==> config.mk <==
export PLATFORM = sky130hd
export DESIGN_NAME = contador_regressivo_mmss
export DESIGN_NICKNAME = d
export VERILOG_FILES = /design/src/rtl/contador_regressivo_mmss.sv
export SDC_FILE = /design/constraint.sdc
export NUM_CORES = 1
export LEC_CHECK = 0
export ABC_AREA = 1
export BUFFER_PORTS_ARGS = -buffer_cell sky130_fd_sc_hd__buf_4
export CORE_MARGIN = 2
export CORE_UTILIZATION = 45
export DETAILED_ROUTE_END_ITERATION = 7
export PLACE_DENSITY = 0.72
export SLEW_MARGIN = 20
export SYNTH_ARGS = -nofsm -noshare
export SYNTH_HDL_FRONTEND = slang
export SYNTH_SLANG_ARGS = --single-unit
==> constraint.sdc <==
create_clock -name clk -period 1.6 [get_ports clk]
set_input_delay 0 -clock clk [delete_from_list [all_inputs] [get_ports clk]]
set_output_delay 0 -clock clk [all_outputs]
set_load 0.01 [all_outputs]
==> src/rtl/contador_regressivo_mmss.sv <==
`default_nettype none
// ============================================================================
// Module      : contador_regressivo_mmss
// Description : MM:SS countdown timer kept as four BCD digits. It decrements
//               once per one-second tick, borrowing from digit to digit, and
//               emits a one-cycle end pulse on reaching 00:00.
// Revision    : 1.0 - initial release
// ----------------------------------------------------------------------------
// Ports:
//   clk        in   system clock, rising edge
//   reset      in   synchronous, active-high reset
//   tick       in   one-cycle enable pulse, one per second
//   load       in   capture preset_min/preset_seg (clamped), go to IDLE
//   preset_min in   BCD minutes {tens, units}
//   preset_seg in   BCD seconds {tens, units}
//   start      in   start or resume the countdown
//   pause      in   freeze the countdown
//   min_dez    out  minutes tens digit
//   min_un     out  minutes units digit
//   seg_dez    out  seconds tens digit
//   seg_un     out  seconds units digit
//   estado     out  IDLE=00, RUN=01, PAUSE=10, DONE=11
//   rodando    out  high while estado==RUN
//   fim        out  one-cycle pulse, coincident with the 00:00 digits
// Parameters:
//   MIN_DEZ_MAX  maximum legal minutes-tens digit (presets are clamped)
// Build option:
//   AUTO_RELOAD_EN  when defined, reaching 00:00 keeps RUN and the next tick
//                   reloads the stored preset (a 00:00 preset still ends in DONE)
// ============================================================================
module contador_regressivo_mmss #(
  parameter int unsigned MIN_DEZ_MAX = 5
) (
  input  logic       clk,
  input  logic       reset,
  input  logic       tick,
  input  logic       load,
  input  logic [7:0] preset_min,
  input  logic [7:0] preset_seg,
  input  logic       start,
  input  logic       pause,
  output logic [3:0] min_dez,
  output logic [3:0] min_un,
  output logic [3:0] seg_dez,
  output logic [3:0] seg_un,
  output logic [1:0] estado,
  output logic       rodando,
  output logic       fim
);

  typedef enum logic [1:0] {
    IDLE  = 2'b00,
    RUN   = 2'b01,
    PAUSE = 2'b10,
    DONE  = 2'b11
  } state_t;

  localparam logic [3:0] c_min_dez_max = 4'(MIN_DEZ_MAX);

  // Time is held as {min_dez, min_un, seg_dez, seg_un}.
  state_t      r_state;
  state_t      w_state_n;
  logic [15:0] r_time;
  logic [15:0] w_time_n;
  logic        r_fim;
  logic        w_fim_n;

  // Preset clamping
  logic [3:0]  w_ld_mdez, w_ld_mun, w_ld_sdez, w_ld_sun;
  logic [15:0] w_clamped;

  assign w_ld_mdez = (preset_min[7:4] > c_min_dez_max) ? c_min_dez_max : preset_min[7:4];
  assign w_ld_mun  = (preset_min[3:0] > 4'd9) ? 4'd9 : preset_min[3:0];
  assign w_ld_sdez = (preset_seg[7:4] > 4'd5) ? 4'd5 : preset_seg[7:4];
  assign w_ld_sun  = (preset_seg[3:0] > 4'd9) ? 4'd9 : preset_seg[3:0];
  assign w_clamped = {w_ld_mdez, w_ld_mun, w_ld_sdez, w_ld_sun};

  // Borrow chain: each digit only moves when every lower digit wraps.
  logic       w_b0, w_b1, w_b2;
  logic [3:0] w_dec_mdez, w_dec_mun, w_dec_sdez, w_dec_sun;
  logic [15:0] w_dec;

  assign w_b0 = (r_time[3:0] == 4'd0);
  assign w_b1 = w_b0 && (r_time[7:4] == 4'd0);
  assign w_b2 = w_b1 && (r_time[11:8] == 4'd0);

  assign w_dec_sun  = w_b0 ? 4'd9 : r_time[3:0] - 4'd1;
  assign w_dec_sdez = !w_b0 ? r_time[7:4] :
                      ((r_time[7:4] == 4'd0) ? 4'd5 : r_time[7:4] - 4'd1);
  assign w_dec_mun  = !w_b1 ? r_time[11:8] :
                      ((r_time[11:8] == 4'd0) ? 4'd9 : r_time[11:8] - 4'd1);
  assign w_dec_mdez = w_b2 ? r_time[15:12] - 4'd1 : r_time[15:12];
  assign w_dec      = {w_dec_mdez, w_dec_mun, w_dec_sdez, w_dec_sun};

  logic w_zero, w_one;
  assign w_zero = (r_time == 16'h0000);
  assign w_one  = (r_time == 16'h0001);

`ifdef AUTO_RELOAD_EN
  logic [15:0] r_preset;
  logic [15:0] w_preset_n;
`endif

  always_comb begin
    w_state_n = r_state;
    w_time_n  = r_time;
    w_fim_n   = 1'b0;
`ifdef AUTO_RELOAD_EN
    w_preset_n = r_preset;
`endif
    if (load) begin
      w_time_n  = w_clamped;
      w_state_n = IDLE;
`ifdef AUTO_RELOAD_EN
      w_preset_n = w_clamped;
`endif
    end else begin
      case (r_state)
        IDLE: begin
          if (start && !w_zero) w_state_n = RUN;
        end
        RUN: begin
          // Start is meaningless while running; pause wins over a same-cycle tick.
          if (pause) begin
            w_state_n = PAUSE;
          end else if (tick) begin
`ifdef AUTO_RELOAD_EN
            if (w_zero) begin
              // Only reachable after an auto-reload 00:00; restart the period.
              w_time_n = r_preset;
            end else begin
              w_time_n = w_dec;
              if (w_one) begin
                w_fim_n = 1'b1;
                if (r_preset == 16'h0000) w_state_n = DONE;
              end
            end
`else
            w_time_n = w_dec;
            if (w_one) begin
              w_fim_n   = 1'b1;
              w_state_n = DONE;
            end
`endif
          end
        end
        PAUSE: begin
          // A tick in the resume cycle is dropped: start outranks tick.
          if (start) w_state_n = RUN;
        end
        DONE: begin
          w_state_n = DONE;
        end
        default: w_state_n = IDLE;
      endcase
    end
  end

  always_ff @(posedge clk) begin
    if (reset) begin
      r_state <= IDLE;
      r_time  <= 16'h0000;
      r_fim   <= 1'b0;
`ifdef AUTO_RELOAD_EN
      r_preset <= 16'h0000;
`endif
    end else begin
      r_state <= w_state_n;
      r_time  <= w_time_n;
      r_fim   <= w_fim_n;
`ifdef AUTO_RELOAD_EN
      r_preset <= w_preset_n;
`endif
    end
  end

  assign min_dez = r_time[15:12];
  assign min_un  = r_time[11:8];
  assign seg_dez = r_time[7:4];
  assign seg_un  = r_time[3:0];
  assign estado  = r_state;
  assign rodando = (r_state == RUN);
  assign fim     = r_fim;

endmodule
`default_nettype wire

==> results of run 1 <==
==> worst min path at each step <==
| stage | from | end | depth (start not counted) |
|---|---|---|---|
| 6_report | preset_seg[2] | r_time[2]$_SDFFE_PP0P_ | 5 |
| 5_1_grt | preset_seg[5] | r_time[5]$_SDFFE_PP0P_ | 5 |
| 4_1_cts | preset_seg[2] | r_time[2]$_SDFFE_PP0P_ | 5 |
| 3_5_place_dp | reset | r_time[8]$_SDFFE_PP0P_ | 2 |
| 3_3_place_gp | reset | r_time[8]$_SDFFE_PP0P_ | 2 |
| 2_1_floorplan | pause | estado[0]$_SDFFE_PP0P_ | 3 |
==> metal layers <==
layer	wire length, um	GRT usage, %	share of wire (%)	vias to the layer above
li1	-	-	-	730
met1	1580	28.9	51	595
met2	1290	28.1	41	40
met3	221	4.54	7.1	2
met4	19	3.99	0.61	0
met5	0	0	0	-
==> registers in the layout, summed over array words and instances, names as in the netlist <==
name    count
fim         1
r_time     16
estado      2
==> where the power goes <==
part	switching [mW]	leakage, nW	internal (mW)
combinational	0.217	0.664	0.173
sequential	0.0403	0.157	0.505
clock	0.150	0.0150	0.0971
total	0.407	0.836	0.775
==> what timing repair did <==
| item | in CTS | in global routing |
|---|---|---|
| endpoints found under the setup margin | 0 | 0 |
| endpoints found under the hold margin | 7 | 0 |
| hold buffers | 3 | 0 |
==> through the flow <==
step	util [%]	total power, mW
after floorplan	-	0.800
after global placement	59.4	0.942
after detailed placement	59.4	0.939
after CTS	61.5	1.20
after global routing	61.5	1.26
final	61.5	1.18
==> placed cells by master (no fill, tap or decap), drive strengths merged <==
cell         netlist  layout
o21ai             17      17
ha                 2       2
nand2             54      54
nand3b             1       1
dfxtp             19      19
o31ai              1       1
a22oi              2       2
dlygate4sd3        0       3
o22ai              1       1
nand3             20      20
buf                2      42
a21oi             13      13
nor2              33      33
inv               26      26
xor2               2       2
clkinv             1       1
a21boi             1       1
clkbuf             2       4
nand4              2       2
nor3               1       1
==> worst min-delay path: cells and delay by family <==
family,cells,cell delay [ps]
AND/OR/NAND/NOR,1,60
AO/OA/AOI/OAI,2,150
buffers and inverters,2,120
==> layout make-up <==
type	instances	area (um^2)	share of cell area [%]
clock buffers	4	26.3	1.56
repair buffers	45	345	20.6
inverters	27	101	6.03
multi-input cells	150	788	46.9
well taps	31	38.8	2.31
flip-flops and latches	19	380	22.6
==> logic make-up (layout without fill, tap and decap cells) <==
family                     count (synthesis)  after routing
and+or+nand+nor                          111            111
DFF                                       19             19
xor gates and xnor gates                   2              2
buffers and inverters                     31             76
adders and majority gates                  2              2
AOI/OAI and AO/OA                         35             35
==> run_results.csv, run 1 <==
group,metric,value,unit
status,status,"complete, no violations",
sta,finalMaxSlewViolations,0,
cts,post-cts-setup-buffers,0,
worst_setup_path,arrival,1520,ps
worst_setup_path,critPathMaxStageDelay,400,ps
sta,whs,54.0,ps
worst_setup_path,endpoint,"r_time[12]$_SDFFE_PP0P_",
yosys,ys_seq_area_share,29.5,%
worst_setup_path,r2r_cells,8,
yosys,synth_cell_types,30,
route,drt_pre_antenna_iters,4,
yosys,async_reset_ff_share,0,%
global_routing,grt_overflow,0,
global_routing,antenna_found_initial,0,
place,place_congestion,0.812,
yosys,syn_area,0.00129,mm^2
floorplanning,rows,19,
flow_run,maxCapViolCount,0,
route,routedWlPerCell,11.2,um
worst_setup_path,r2r_slack,280,ps
sta,tightest_slew,388,ps
sta,fin_crit_sh,82.4,%
worst_setup_path,cp-end-kind,"register",
place,place_area,0.00162,mm^2
yosys,synth_nets,224,
cells_and_area,drive_gt1_share,26.9,%
route,via_count,1367,
yosys,synth_top_area_share,29.5,%
floorplanning,die-height,57.5,um
yosys,synth_xor_area_share,1.36,%
global_routing,grt_pass1_wl,5.06,mm
worst_setup_path,worst-path-stages,8,
cts,clk_latency,300,ps
sta,fin_setup_tns,0,ps
cells_and_area,instances_no_fill,276,
route,ant_nets,0,
global_routing,grt_pass1_vias,1140,
cts,cts_root_buf,"clkbuf_4",
cts,cts_tree,"yes",
global_routing,grtUsageTotal,19.3,%
place,dp.cells,269,
sta,final-hold-violation-count,0,
pwr,power.leakage,0.836,nW
cells_and_area,layout.nets,270,
yosys,synth_seq_cells,19,
floorplanning,start_util,47.1,%
yosys,netlist_instances,200,
worst_setup_path,critPathLaunch,"r_time[0]$_SDFFE_PP0P_",
yosys,ys_warn_count,0,
cts,cts_made_buffers,3,
pwr,power_density,704,mW/mm^2
sta,fin_skew,2.93,ps
worst_setup_path,reg2reg_to,"r_time[12]$_SDFFE_PP0P_",
yosys,synthSimpleGateAreaFrac,42.6,%
cells_and_area,syn_to_final_growth,30.5,%
floorplanning,dieWidth,57.5,um
yosys,synth_area_per_cell,6.44,um^2
worst_setup_path,critPathMaxFanout,6,
yosys,synth_top_area_cell,"dfxtp_1",
cells_and_area,nFillCells,257,
yosys,synth_compound_area_share,15.4,%
yosys,synth_edf_count,0,
yosys,synth_flop_cell,"dfxtp_1",
yosys,ys_top_cells_by_count,"nand2_1, nor2_1, inv_1",
worst_setup_path,rr_startpoint,"r_time[0]$_SDFFE_PP0P_",
place,dpl.hpwl,2.42,mm
route,routed_wl,3.10,mm
worst_setup_path,slowest_stage,"dfxtp_1",
sta,slew_headroom,74.1,%
floorplanning,num_io_pins,42,
worst_setup_path,critPathKind,"reg2reg",
route,first_iter_violations,49,
worst_setup_path,cp-start-kind,"register",
cts,htreeDepth,1,
sta,fmax,759,MHz
worst_setup_path,critical_path_required,1810,ps
route,drcViolationCount,0,
cells_and_area,n_antenna_cell,0,
worst_setup_path,crit_chain,"nor2_4 -> nand2_4 -> nor2_8 -> nand3_4 -> nand2_4 -> inv_2 -> nor2_1 -> nor2_1",
cts,clockBufferDepth,2,
sta,layout_setup_ws,282,ps
cts,cts.repair.resized,0,
yosys,synth_top_family_by_area,"simple AND/OR/NAND/NOR gates",
global_routing,grt_max_degree,22,
sta,setup_viol,0,
yosys,synthAdderAreaFrac,1.94,%
floorplanning,core-area,0.00273,mm^2
sta,rsz0062_at_grt,"false",
cts,clkSlewWorstSetupHoldPaths,110,ps
place,io_buffers,41,
route,viasPerCell,4.95,
cells_and_area,final_area,0.00168,mm^2
hold_path,min_path_type,"in2reg",
floorplanning,dieArea,0.00331,mm^2
sta,min_period,1320,ps
yosys,yosysMostFrequentCell,"nand2_1",
place,pre_cts_slack,303,ps
pwr,vdd_drop_max,0.594,mV
worst_setup_path,cp_top_family,"simple AND/OR/NAND/NOR gates",
cts,clock-sinks,19,
yosys,synth_mux_area_share,0,%
yosys,synth_area_leaders,"dfxtp_1, nand2_1, nor2_1",
worst_setup_path,cp_num_buf_inv,1,
(Power assumes the default switching activity.)
==> inputs of run 2 (changes only) <==
==> constraint.sdc (replaced) <==
create_clock -name clk -period 1.3 [get_ports clk]
set_input_delay 0 -clock clk [delete_from_list [all_inputs] [get_ports clk]]
set_output_delay 0 -clock clk [all_outputs]
set_load 0.01 [all_outputs]
==> run_results.csv, run 2 (synthesis results as in run 1) <==
group,metric,value,unit
cells_and_area,nFillCells,233,
pwr,power_density,836,mW/mm^2
cells_and_area,layout.nets,287,
cells_and_area,drive_gt1_share,35.9,%
pwr,seqPwrFrac,43.0,%
place,dpl.hpwl,2.48,mm
worst_setup_path,critical_path_required,1560,ps
sta,min_period,1240,ps
pwr,vdd_drop_max,0.936,mV
sta,whs,51.8,ps
global_routing,grt_pass1_vias,1192,
sta,fin_setup_tns,0,ps
worst_setup_path,cp_top_family,"simple AND/OR/NAND/NOR gates",
place,dp.cells,283,
floorplanning,core-area,0.00273,mm^2
worst_setup_path,critPathMaxStageDelay,390,ps
global_routing,grt_pass1_wl,5.09,mm
cells_and_area,layout.cells.most_common,"buf_4",
cts,htreeDepth,1,
floorplanning,num_io_pins,42,
worst_setup_path,critPathMaxFanout,6,
worst_setup_path,arrival,1500,ps
route,ant_nets,0,
route,routed_wl,3.24,mm
status,status,"complete, no violations",
floorplanning,die-height,57.5,um
floorplanning,dieWidth,57.5,um
global_routing,grt_max_degree,19,
worst_setup_path,crit_chain,"nand2_1 -> nor2_2 -> nand2_2 -> nand2_4 -> inv_2 -> a21oi_1 -> o21ai_1 -> inv_1",
sta,final-hold-violation-count,0,
sta,tightest_slew,349,ps
floorplanning,dieArea,0.00331,mm^2
route,viasPerCell,5.01,
sta,setup_viol,0,
pwr,total_power,1.54,mW
worst_setup_path,cp-start-kind,"register",
hold_path,min_path_type,"in2reg",
sta,fin_crit_sh,95.7,%
cts,clock-sinks,19,
cells_and_area,syn_to_final_growth,42.9,%
global_routing,grt_overflow,0,
route,drt_pre_antenna_iters,4,
route,dr_wl_met2,1.46,mm
pwr,power.leakage,0.925,nW
cells_and_area,instances_no_fill,293,
worst_setup_path,cp-end-kind,"register",
pwr,power.internal,1.01,mW
floorplanning,rows,19,
place,place_congestion,0.826,
pwr,sw_frac_of_total,34.3,%
cells_and_area,multiInputGateArea,816,um^2
route,drt-met1-wl,1.52,mm
sta,finalMaxSlewViolations,0,
cts,cts_root_buf,"clkbuf_4",
place,io_buffers,41,
pwr,clkPwrFrac,19.8,%
sta,rsz0062_at_grt,"true",
sta,fmax,804,MHz
route,dr_wl_met3,229,um
cts,clockBufferDepth,2,
cells_and_area,n_antenna_cell,0,
worst_setup_path,critPathKind,"reg2reg",
sta,slew_headroom,76.7,%
worst_setup_path,cp_num_buf_inv,2,
flow_run,maxCapViolCount,0,
cts,clkSlewWorstSetupHoldPaths,100,ps
cts,clk_latency,310,ps
cells_and_area,largest_reg_flops,16,
cts,cts_made_buffers,3,
cells_and_area,final_cell_mix,"buf_4, nand2_1, nor2_1, inv_1, nand3_1",
route,top_layer,"met4",
cts,cts_tree,"yes",
pwr,pwr-share-comb,37.2,%
global_routing,grtUsageTotal,19.5,%
cells_and_area,area.sequential,384,um^2
route,via_count,1468,
global_routing,antenna_found_initial,0,
route,routedWlPerCell,11.1,um
route,drcViolationCount,0,
pwr,netSwitchingPower,0.527,mW
route,first_iter_violations,85,
sta,fin_skew,7.42,ps
worst_setup_path,slowest_stage,"dfxtp_1",
cells_and_area,top_register,"r_time",
floorplanning,start_util,47.1,%
run 2: cell types whose count changed in the layout (fill, tap and decap cells not counted), sizes merged:
cell / change
buf: +17
run 2: routing by layer:
layer | global-route usage, % | up-vias
met3 | 4.08 | 5
met5 | 0 | -
met4 | 4.98 | 0
met2 | 28.6 | 50
li1 | - | 767
met1 | 28.9 | 646
run 2: worst paths after layout:
check	start	end	slack, ps	depth (start not counted)
worst max-delay path	estado[0]$_SDFFE_PP0P_	r_time[2]$_SDFFE_PP0P_	60	8
worst min-delay path	preset_min[5]	r_time[13]$_SDFFE_PP0P_	50	5
worst max register to register	estado[0]$_SDFFE_PP0P_	r_time[2]$_SDFFE_PP0P_	60	8
worst min register to register	r_time[7]$_SDFFE_PP0P_	r_time[7]$_SDFFE_PP0P_	480	2
run 2: power groups by stage:
stage          clock network, mW  registers [mW]  logic (mW)
3_5_place_dp                   0           0.671       0.531
6_report                   0.305           0.661       0.572
5_1_grt                    0.336           0.666       0.634
2_1_floorplan                  0           0.695       0.290
4_1_cts                    0.316           0.658       0.540
3_3_place_gp                   0           0.670       0.531
run 2: stage by stage:
| step | instance area, um^2 | setup WS (ps) | util (%) |
|---|---|---|---|
| after global placement | 1730 | 17.2 | 63.2 |
| after floorplan | 1290 | 83.4 | - |
| final | 1840 | 56.4 | 67.3 |
| after CTS | 1790 | 0.675 | 65.3 |
| after detailed placement | 1730 | 18.3 | 63.2 |
| after global routing | 1840 | -75.8 | 67.3 |
run 2: cell type report:
type / instances / area share, %
sequential: 19 / 20.9
multi-input combinational: 150 / 44.4
tap: 31 / 2.11
inverter: 27 / 5.51
clock buffer: 4 / 1.43
timing repair buffer: 62 / 25.7
run 2: what timing repair did:
action / in CTS / in global routing
hold buffers: 3 / 0
endpoints found under the setup margin: 0 / 18
setup buffers: 0 / 3
hold endpoints to repair: 7 / 0
resized for setup: 0 / 13
run 2: worst min-delay path, stage by stage:
cell and delay [ps]:
buf_4 80, nand3_1 60, o21ai_0 70, nor2_1 50
nor2_1 70
